--- src/rtl/pwm_pkg.sv ---
// pwm_pkg: shared bus widths, master FSM encoding and PWM register map.
package pwm_pkg;
    localparam int WB_ADR_W = 16;
    localparam int WB_DAT_W = 16;
    typedef enum logic {IDLE = 1'b0, BUS = 1'b1} state_t;
    localparam logic [WB_ADR_W-1:0] ADR_CTRL    = 16'd0;
    localparam logic [WB_ADR_W-1:0] ADR_DIVISOR = 16'd2;
    localparam logic [WB_ADR_W-1:0] ADR_PERIOD  = 16'd4;
    localparam logic [WB_ADR_W-1:0] ADR_DUTY    = 16'd6;
    localparam int CTRL_EXT_CLK  = 0;
    localparam int CTRL_PWM_MODE = 1;
    localparam int CTRL_CNT_EN   = 2;
    localparam int CTRL_CONT     = 3;
    localparam int CTRL_OUT_EN   = 4;
    localparam int CTRL_IRQ_CLR  = 5;
    localparam int CTRL_DUTY_SEL = 6;
    localparam int CTRL_SOFT_RST = 7;
endpackage

--- src/rtl/wb_cfg_master_if.sv ---
// wb_cfg_master_if: command push port, Wishbone write bus and status of the config master.
interface wb_cfg_master_if;
    import pwm_pkg::*;
    logic                i_cmd_valid;
    logic                o_cmd_ready;
    logic [WB_ADR_W-1:0] i_cmd_adr;
    logic [WB_DAT_W-1:0] i_cmd_data;
    logic                o_wb_cyc;
    logic                o_wb_stb;
    logic                o_wb_we;
    logic [WB_ADR_W-1:0] o_wb_adr;
    logic [WB_DAT_W-1:0] o_wb_data;
    logic                i_wb_ack;
    logic                o_busy;
    logic                o_timeout;
    logic                i_timeout_clr;
    modport master (
        input  i_cmd_valid, i_cmd_adr, i_cmd_data, i_wb_ack, i_timeout_clr,
        output o_cmd_ready, o_wb_cyc, o_wb_stb, o_wb_we, o_wb_adr, o_wb_data, o_busy, o_timeout
    );
    modport slave (
        output i_cmd_valid, i_cmd_adr, i_cmd_data, i_wb_ack, i_timeout_clr,
        input  o_cmd_ready, o_wb_cyc, o_wb_stb, o_wb_we, o_wb_adr, o_wb_data, o_busy, o_timeout
    );
endinterface

--- src/rtl/wb_cmd_fifo.sv ---
// wb_cmd_fifo: small synchronous FIFO holding {adr, data} write commands.
module wb_cmd_fifo #(
    parameter int DEPTH = 4,
    parameter int W     = 32
) (
    input  logic                    i_clk,
    input  logic                    i_rst,
    input  logic                    push,
    input  logic                    pop,
    input  logic [W-1:0]            din,
    output logic [W-1:0]            dout,
    output logic                    full,
    output logic                    empty,
    output logic [$clog2(DEPTH):0]  count
);
    localparam int AW = $clog2(DEPTH);
    logic [W-1:0]  mem [DEPTH];
    logic [AW-1:0] wr_ptr, rd_ptr;
    logic          do_push, do_pop;
    assign full    = count == (AW+1)'(DEPTH);
    assign empty   = count == '0;
    assign do_push = push & ~full;
    assign do_pop  = pop & ~empty;
    assign dout    = mem[rd_ptr];
    always_ff @(posedge i_clk or negedge i_rst) begin
        if (!i_rst) begin
            wr_ptr <= '0;
            rd_ptr <= '0;
            count  <= '0;
        end else begin
            wr_ptr <= do_push ? wr_ptr + AW'(1) : wr_ptr;
            rd_ptr <= do_pop ? rd_ptr + AW'(1) : rd_ptr;
            count  <= count + (AW+1)'(do_push) - (AW+1)'(do_pop);
        end
    end
    always_ff @(posedge i_clk) begin
        if (do_push) mem[wr_ptr] <= din;
    end
endmodule

--- src/rtl/wb_cfg_master.sv ---
// wb_cfg_master: drains queued (adr, data) commands as single Wishbone classic writes
// with an ack timeout that drops the command and raises a sticky flag.
module wb_cfg_master import pwm_pkg::*; #(
    parameter int FIFO_DEPTH = 4,
    parameter int TIMEOUT    = 16
) (
    input  logic           i_clk,
    input  logic           i_rst,
    wb_cfg_master_if.master bus
);
    localparam int AW = $clog2(FIFO_DEPTH);
    localparam int CW = $clog2(TIMEOUT);
    localparam logic [CW-1:0] LAST = CW'(TIMEOUT - 1);
    state_t              state_q, state_d;
    logic [CW-1:0]       cnt_q;
    logic [WB_ADR_W-1:0] adr_q;
    logic [WB_DAT_W-1:0] dat_q;
    logic                to_q, push, pop, load, set_to, full, empty;
    logic [AW:0]         count;
    logic [WB_ADR_W+WB_DAT_W-1:0] head;
    assign push = bus.i_cmd_valid & ~full;
    wb_cmd_fifo #(.DEPTH(FIFO_DEPTH), .W(WB_ADR_W + WB_DAT_W)) u_fifo (
        .i_clk (i_clk),
        .i_rst (i_rst),
        .push  (push),
        .pop   (pop),
        .din   ({bus.i_cmd_adr, bus.i_cmd_data}),
        .dout  (head),
        .full  (full),
        .empty (empty),
        .count (count)
    );
    // An ack on the last allowed cycle wins over the timeout.
    always_comb begin
        load    = state_q == IDLE && !empty;
        pop     = state_q == BUS && (bus.i_wb_ack || cnt_q == LAST);
        set_to  = pop && !bus.i_wb_ack;
        state_d = load ? BUS : pop ? IDLE : state_q;
    end
    always_ff @(posedge i_clk or negedge i_rst) begin
        if (!i_rst) state_q <= IDLE;
        else        state_q <= state_d;
    end
    always_ff @(posedge i_clk or negedge i_rst) begin
        if (!i_rst) begin
            cnt_q <= '0;
            adr_q <= '0;
            dat_q <= '0;
            to_q  <= 1'b0;
        end else begin
            cnt_q <= state_q == IDLE ? '0 : cnt_q == LAST ? cnt_q : cnt_q + CW'(1);
            adr_q <= load ? head[WB_ADR_W+WB_DAT_W-1:WB_DAT_W] : adr_q;
            dat_q <= load ? head[WB_DAT_W-1:0] : dat_q;
            to_q  <= set_to | (to_q & ~bus.i_timeout_clr);
        end
    end
    assign bus.o_wb_cyc    = state_q == BUS;
    assign bus.o_wb_stb    = state_q == BUS;
    assign bus.o_wb_we     = state_q == BUS;
    assign bus.o_wb_adr    = adr_q;
    assign bus.o_wb_data   = dat_q;
    assign bus.o_timeout   = to_q;
    assign bus.o_cmd_ready = ~full;
    assign bus.o_busy      = (count != '0) | (state_q == BUS);
endmodule

--- src/flat_wrapper.sv ---
// flat-port wrapper written by rule: the top's interface ports become plain ports
module wb_cfg_master_flat import pwm_pkg::*;
#(
    parameter int FIFO_DEPTH = 4,
    parameter int TIMEOUT    = 16
)
  (i_clk, i_rst, bus_i_cmd_valid, bus_i_cmd_adr, bus_i_cmd_data, bus_i_wb_ack, bus_i_timeout_clr, bus_o_cmd_ready, bus_o_wb_cyc, bus_o_wb_stb, bus_o_wb_we, bus_o_wb_adr, bus_o_wb_data, bus_o_busy, bus_o_timeout);
  wb_cfg_master_if bus_i ();
  input  logic i_clk;
  input  logic i_rst;
  input wire logic [$bits(bus_i.i_cmd_valid)-1:0] bus_i_cmd_valid;
  input wire logic [$bits(bus_i.i_cmd_adr)-1:0] bus_i_cmd_adr;
  input wire logic [$bits(bus_i.i_cmd_data)-1:0] bus_i_cmd_data;
  input wire logic [$bits(bus_i.i_wb_ack)-1:0] bus_i_wb_ack;
  input wire logic [$bits(bus_i.i_timeout_clr)-1:0] bus_i_timeout_clr;
  output wire logic [$bits(bus_i.o_cmd_ready)-1:0] bus_o_cmd_ready;
  output wire logic [$bits(bus_i.o_wb_cyc)-1:0] bus_o_wb_cyc;
  output wire logic [$bits(bus_i.o_wb_stb)-1:0] bus_o_wb_stb;
  output wire logic [$bits(bus_i.o_wb_we)-1:0] bus_o_wb_we;
  output wire logic [$bits(bus_i.o_wb_adr)-1:0] bus_o_wb_adr;
  output wire logic [$bits(bus_i.o_wb_data)-1:0] bus_o_wb_data;
  output wire logic [$bits(bus_i.o_busy)-1:0] bus_o_busy;
  output wire logic [$bits(bus_i.o_timeout)-1:0] bus_o_timeout;
  assign bus_i.i_cmd_valid = bus_i_cmd_valid;
  assign bus_i.i_cmd_adr = bus_i_cmd_adr;
  assign bus_i.i_cmd_data = bus_i_cmd_data;
  assign bus_i.i_wb_ack = bus_i_wb_ack;
  assign bus_i.i_timeout_clr = bus_i_timeout_clr;
  assign bus_o_cmd_ready = bus_i.o_cmd_ready;
  assign bus_o_wb_cyc = bus_i.o_wb_cyc;
  assign bus_o_wb_stb = bus_i.o_wb_stb;
  assign bus_o_wb_we = bus_i.o_wb_we;
  assign bus_o_wb_adr = bus_i.o_wb_adr;
  assign bus_o_wb_data = bus_i.o_wb_data;
  assign bus_o_busy = bus_i.o_busy;
  assign bus_o_timeout = bus_i.o_timeout;
  wb_cfg_master #(.FIFO_DEPTH(FIFO_DEPTH), .TIMEOUT(TIMEOUT)) u_core (.i_clk(i_clk), .i_rst(i_rst), .bus(bus_i));
endmodule
--- config.mk ---
export PLATFORM = sky130hd
export DESIGN_NAME = wb_cfg_master_flat
export DESIGN_NICKNAME = d
export VERILOG_FILES = /design/src/rtl/pwm_pkg.sv /design/src/rtl/wb_cfg_master_if.sv /design/src/rtl/wb_cmd_fifo.sv /design/src/rtl/wb_cfg_master.sv /design/src/flat_wrapper.sv
export SDC_FILE = /design/constraint.sdc
export NUM_CORES = 1
export LEC_CHECK = 0
export ABC_AREA = 0
export CAP_MARGIN = 30
export CORE_MARGIN = 2
export CORE_UTILIZATION = 55
export CTS_CLUSTER_DIAMETER = 150
export DETAILED_ROUTE_END_ITERATION = 16
export PLACE_DENSITY = 0.78
export SYNTH_ARGS = -nofsm -noshare
export SYNTH_HDL_FRONTEND = slang
export SYNTH_SLANG_ARGS = --single-unit
--- constraint.sdc ---
create_clock -name i_clk -period 2.5 [get_ports i_clk]
set_clock_uncertainty 0.15 [all_clocks]
set_input_delay 0.375 -clock i_clk [delete_from_list [all_inputs] [get_ports i_clk]]
set_output_delay 0.375 -clock i_clk [all_outputs]
set_load 0.005 [all_outputs]
==> impl_metrics.csv <==
group,metric,value,unit
layout,num_antenna_cells,0,
route,m1WireLength,4.830,mm
synthesis,synth_compound_area_frac,0.006209,
synthesis,ys_seq_elements,173,
global_route,grt_pass1_vias,3242,
sta,slew_headroom,0.6810,
synthesis,synthSimpleGateAreaFrac,0.01486,
layout,layout-drive-gt1-share,0.3024,
clocking,htreeDepth,4,
critical_path,endpoint_kind,"register",
route,vias,3098,
global_route,grt_max_degree,33,
synthesis,synth_fp_nets,343,
synthesis,synth_area_per_cell,22.32,sq um
global_route,grtUsageTotal,0.1923,
sta,fmax,418.5,MHz
layout,final_common_cell,"edfxtp_1",
synthesis,yosysWarnings,0,
critical_path,cp.required,2.69,ns
power,p_int,7301,uW
sta,worstMarginPinSlew,0.4774,ns
synthesis,yosysTopAreaCell,"edfxtp_1",
global_route,grt_pass1_wl,17.73,mm
synthesis,synth.area.mux_share,0.1844,
floorplanning,die_w,114.0,um
synthesis,synth-xor-area-share,0.007902,
global_route,overflow,0,
synthesis,synth_top_family_by_area,"multiplexers",
floorplanning,num_rows,40,
power,power_density,1211,nW/um^2
critical_path,cp-start-kind,"register",
route,drt-total-wl,11.39,mm
global_route,grt_antenna_before_repair,0,
sta,setup_tns,0,ns
critical_path,worstPathArrival,2.57,ns
power,switching_share,0.2716,
synthesis,netlist_instances,298,
route,drc,0,
route,drt_pre_antenna_iters,4,
worst_hold_path,min_path_type,"in -> async",
route,drt-initial-drc-count,192,
layout,area_growth,24.44,%
sta,period_share,0.9559,
route,wl_met3,538,um
clocking,clock_sinks,173,
clocking,clock_tree.root_cell,"clkbuf_16",
critical_path,r2r_end,"u_core.u_fifo.count[2]",
route,top_layer,"met4",
layout,layout.cells.most_common_list,"128 x edfxtp_1, 73 x clkdlybuf4s50_1, 43 x dfrtp_1",
floorplanning,io_pins,75,
placed_design,hpwl,6.815,mm
clocking,worstSkewPairLatency,0.42,ns
floorplanning,dieArea,12990,sq um
floorplanning,initial_utilization,0.5583,
critical_path,path_max_fanout,6,
synthesis,synthAdderAreaFrac,0.01618,
synthesis,synth_cell_types,31,
synthesis,synth_top_cells_by_area,"edfxtp_1 58%, dfrtp_1 17%, mux4_2 9.5%",
clocking,path_clk_slew,0.07,ns
run_status,status,"finished clean",
sta,hold_viol,0,
power,clockPowerShare,0.248,
clocking,cts_buffer_depth,2,
power,power.total,10020,uW
critical_path,path_class,"reg -> reg",
placed_design,gp_congestion,0.7310,
critical_path,reg2reg_depth,9,
clocking,cts_tree,"built",
floorplanning,die_y,114.0,um
route,viasPerCell,5.562,
sta,final-setup-viol-count,0,
power,p_leak,0.003033,uW
sta,slew_violations,0,
floorplanning,core,11910,sq um
power,power_frac_seq,0.431,
route,dr_wl_met2,5.892,mm
power,power.switching,2723,uW
layout,final_nets,442,
synthesis,synth-seq-area-share,0.7473,
route,wl_per_cell,20.45,um
placed_design,port_buffers,74,
run,maxCapViolCount,0,
route,ant_nets,0,
synthesis,synthesis.area,6650,sq um
clocking,cts_buffers,17,
critical_path,r2r_start,"u_core.u_fifo.count[0]",
power,vdd_drop_max,0.9806,mV
sta,period_minus_slack,2.390,ns
critical_path,r2r_slack,0.11,ns
power,pwr-share-comb,0.321,
synthesis,netlist.area_leader.share,0.5780,
-- worst max path at each step --
stage,from,end,slack [ns]
floorplan,u_core.cnt_q[0],u_core.u_fifo.count[2],0.19
global placement,bus_i_wb_ack,u_core.u_fifo.count[2],0.03
detailed placement,bus_i_wb_ack,u_core.u_fifo.count[2],-0.08
CTS,u_core.cnt_q[0],u_core.u_fifo.count[2],0.03
global route,u_core.u_fifo.count[0],u_core.u_fifo.count[2],-0.0004
finish,u_core.u_fifo.count[0],u_core.u_fifo.count[2],0.11
-- sequential cells by signal (all words and copies together), names as in the netlist --
| register | flops |
|---|---|
| u_core.bus.o_timeout | 1 |
| u_core.bus.o_wb_adr | 16 |
| u_core.bus.o_wb_cyc | 1 |
| u_core.bus.o_wb_data | 16 |
| u_core.cnt_q | 4 |
| u_core.u_fifo.count | 3 |
| u_core.u_fifo.mem | 128 |
| u_core.u_fifo.rd_ptr | 2 |
| u_core.u_fifo.wr_ptr | 2 |
-- cell usage after synthesis --
| cell | number |
|---|---|
| a211oi_1 | 1 |
| a31oi_1 | 2 |
| and2_4 | 1 |
| and3_1 | 4 |
| buf_12 | 3 |
| buf_2 | 6 |
| buf_4 | 2 |
| buf_6 | 1 |
| clkbuf_1 | 1 |
| dfrtp_1 | 45 |
| edfxtp_1 | 128 |
| fa_1 | 1 |
| ha_1 | 7 |
| inv_1 | 9 |
| mux2_2 | 4 |
| mux2_4 | 29 |
| mux2i_1 | 1 |
| mux4_1 | 4 |
| mux4_2 | 28 |
| nand2_1 | 2 |
| nand3_1 | 2 |
| nor2_1 | 2 |
| nor2_2 | 1 |
| nor3_1 | 3 |
| nor3_2 | 1 |
| o21a_1 | 1 |
| o21ai_0 | 1 |
| o32ai_1 | 1 |
| or3b_1 | 1 |
| xnor2_1 | 4 |
| xor2_1 | 2 |
-- power by group through the flow --
stage	registers (uW)	clock network, uW	logic (uW)
6_report	4320	2490	3220
5_1_grt	4390	2640	3470
4_1_cts	4320	2530	3240
3_5_place_dp	4360	0	3200
3_3_place_gp	4320	0	3100
2_1_floorplan	4260	0	2060
-- layout make-up --
cell class              instances  area [sq um]
well taps                     147         183.9
clock inverters                15         135.1
flip-flops and latches        173          4972
clock buffers                  17         425.4
fillers                       776          3636
multi-input cells             103          1569
inverters                       9         33.78
repair buffers                 93         955.9
-- worst max-delay path, stage by stage (launching register included) --
cell and delay, ns:
dfrtp_1 0.40, or3b_4 0.43, and2_4 0.17, inv_1 0.05, ha_1 0.12, inv_1 0.04
ha_1 0.18, fa_1 0.41, xnor2_2 0.16, xnor2_1 0.19
-- timing repair --
item | in CTS | in global routing
gates resized for setup | 1 | 5
hold endpoints to repair | 13 | 0
setup buffers | 0 | 2
endpoints found under the setup margin | 1 | 1
pin swaps | 0 | 1
hold buffers | 1 | 0
-- layer usage --
metal | vias to the layer above | track usage
met5 | - | 0
met4 | 0 | 0.06179
met3 | 12 | 0.06801
met2 | 83 | 0.3052
met1 | 1619 | 0.2529
li1 | 1384 | -
-- cell families after synthesis --
group / count (synthesis)
flip-flops: 173
multiplexers: 66
buffers and inverters: 22
AND/OR/NAND/NOR: 17
adder cells (fa/ha/maj): 8
AO/OA/AOI/OAI: 6
XOR/XNOR: 6
-- stage by stage --
stage / util / instances / setup WS [ns] / hold WS (ns) / cell area (sq um)
floorplan: - / 298 / 0.1903 / -0.07059 / 6650
global placement: 0.6429 / 522 / 0.03268 / 0.1771 / 7657
detailed placement: 0.6429 / 522 / -0.07865 / 0.1833 / 7657
CTS: 0.6914 / 555 / 0.02938 / 0.2626 / 8235
global route: 0.6947 / 557 / -0.0004297 / 0.2977 / 8275
finish: 0.6947 / 557 / 0.1103 / 0.2593 / 8275
No activity file was read; power rests on OpenSTA's default activity.
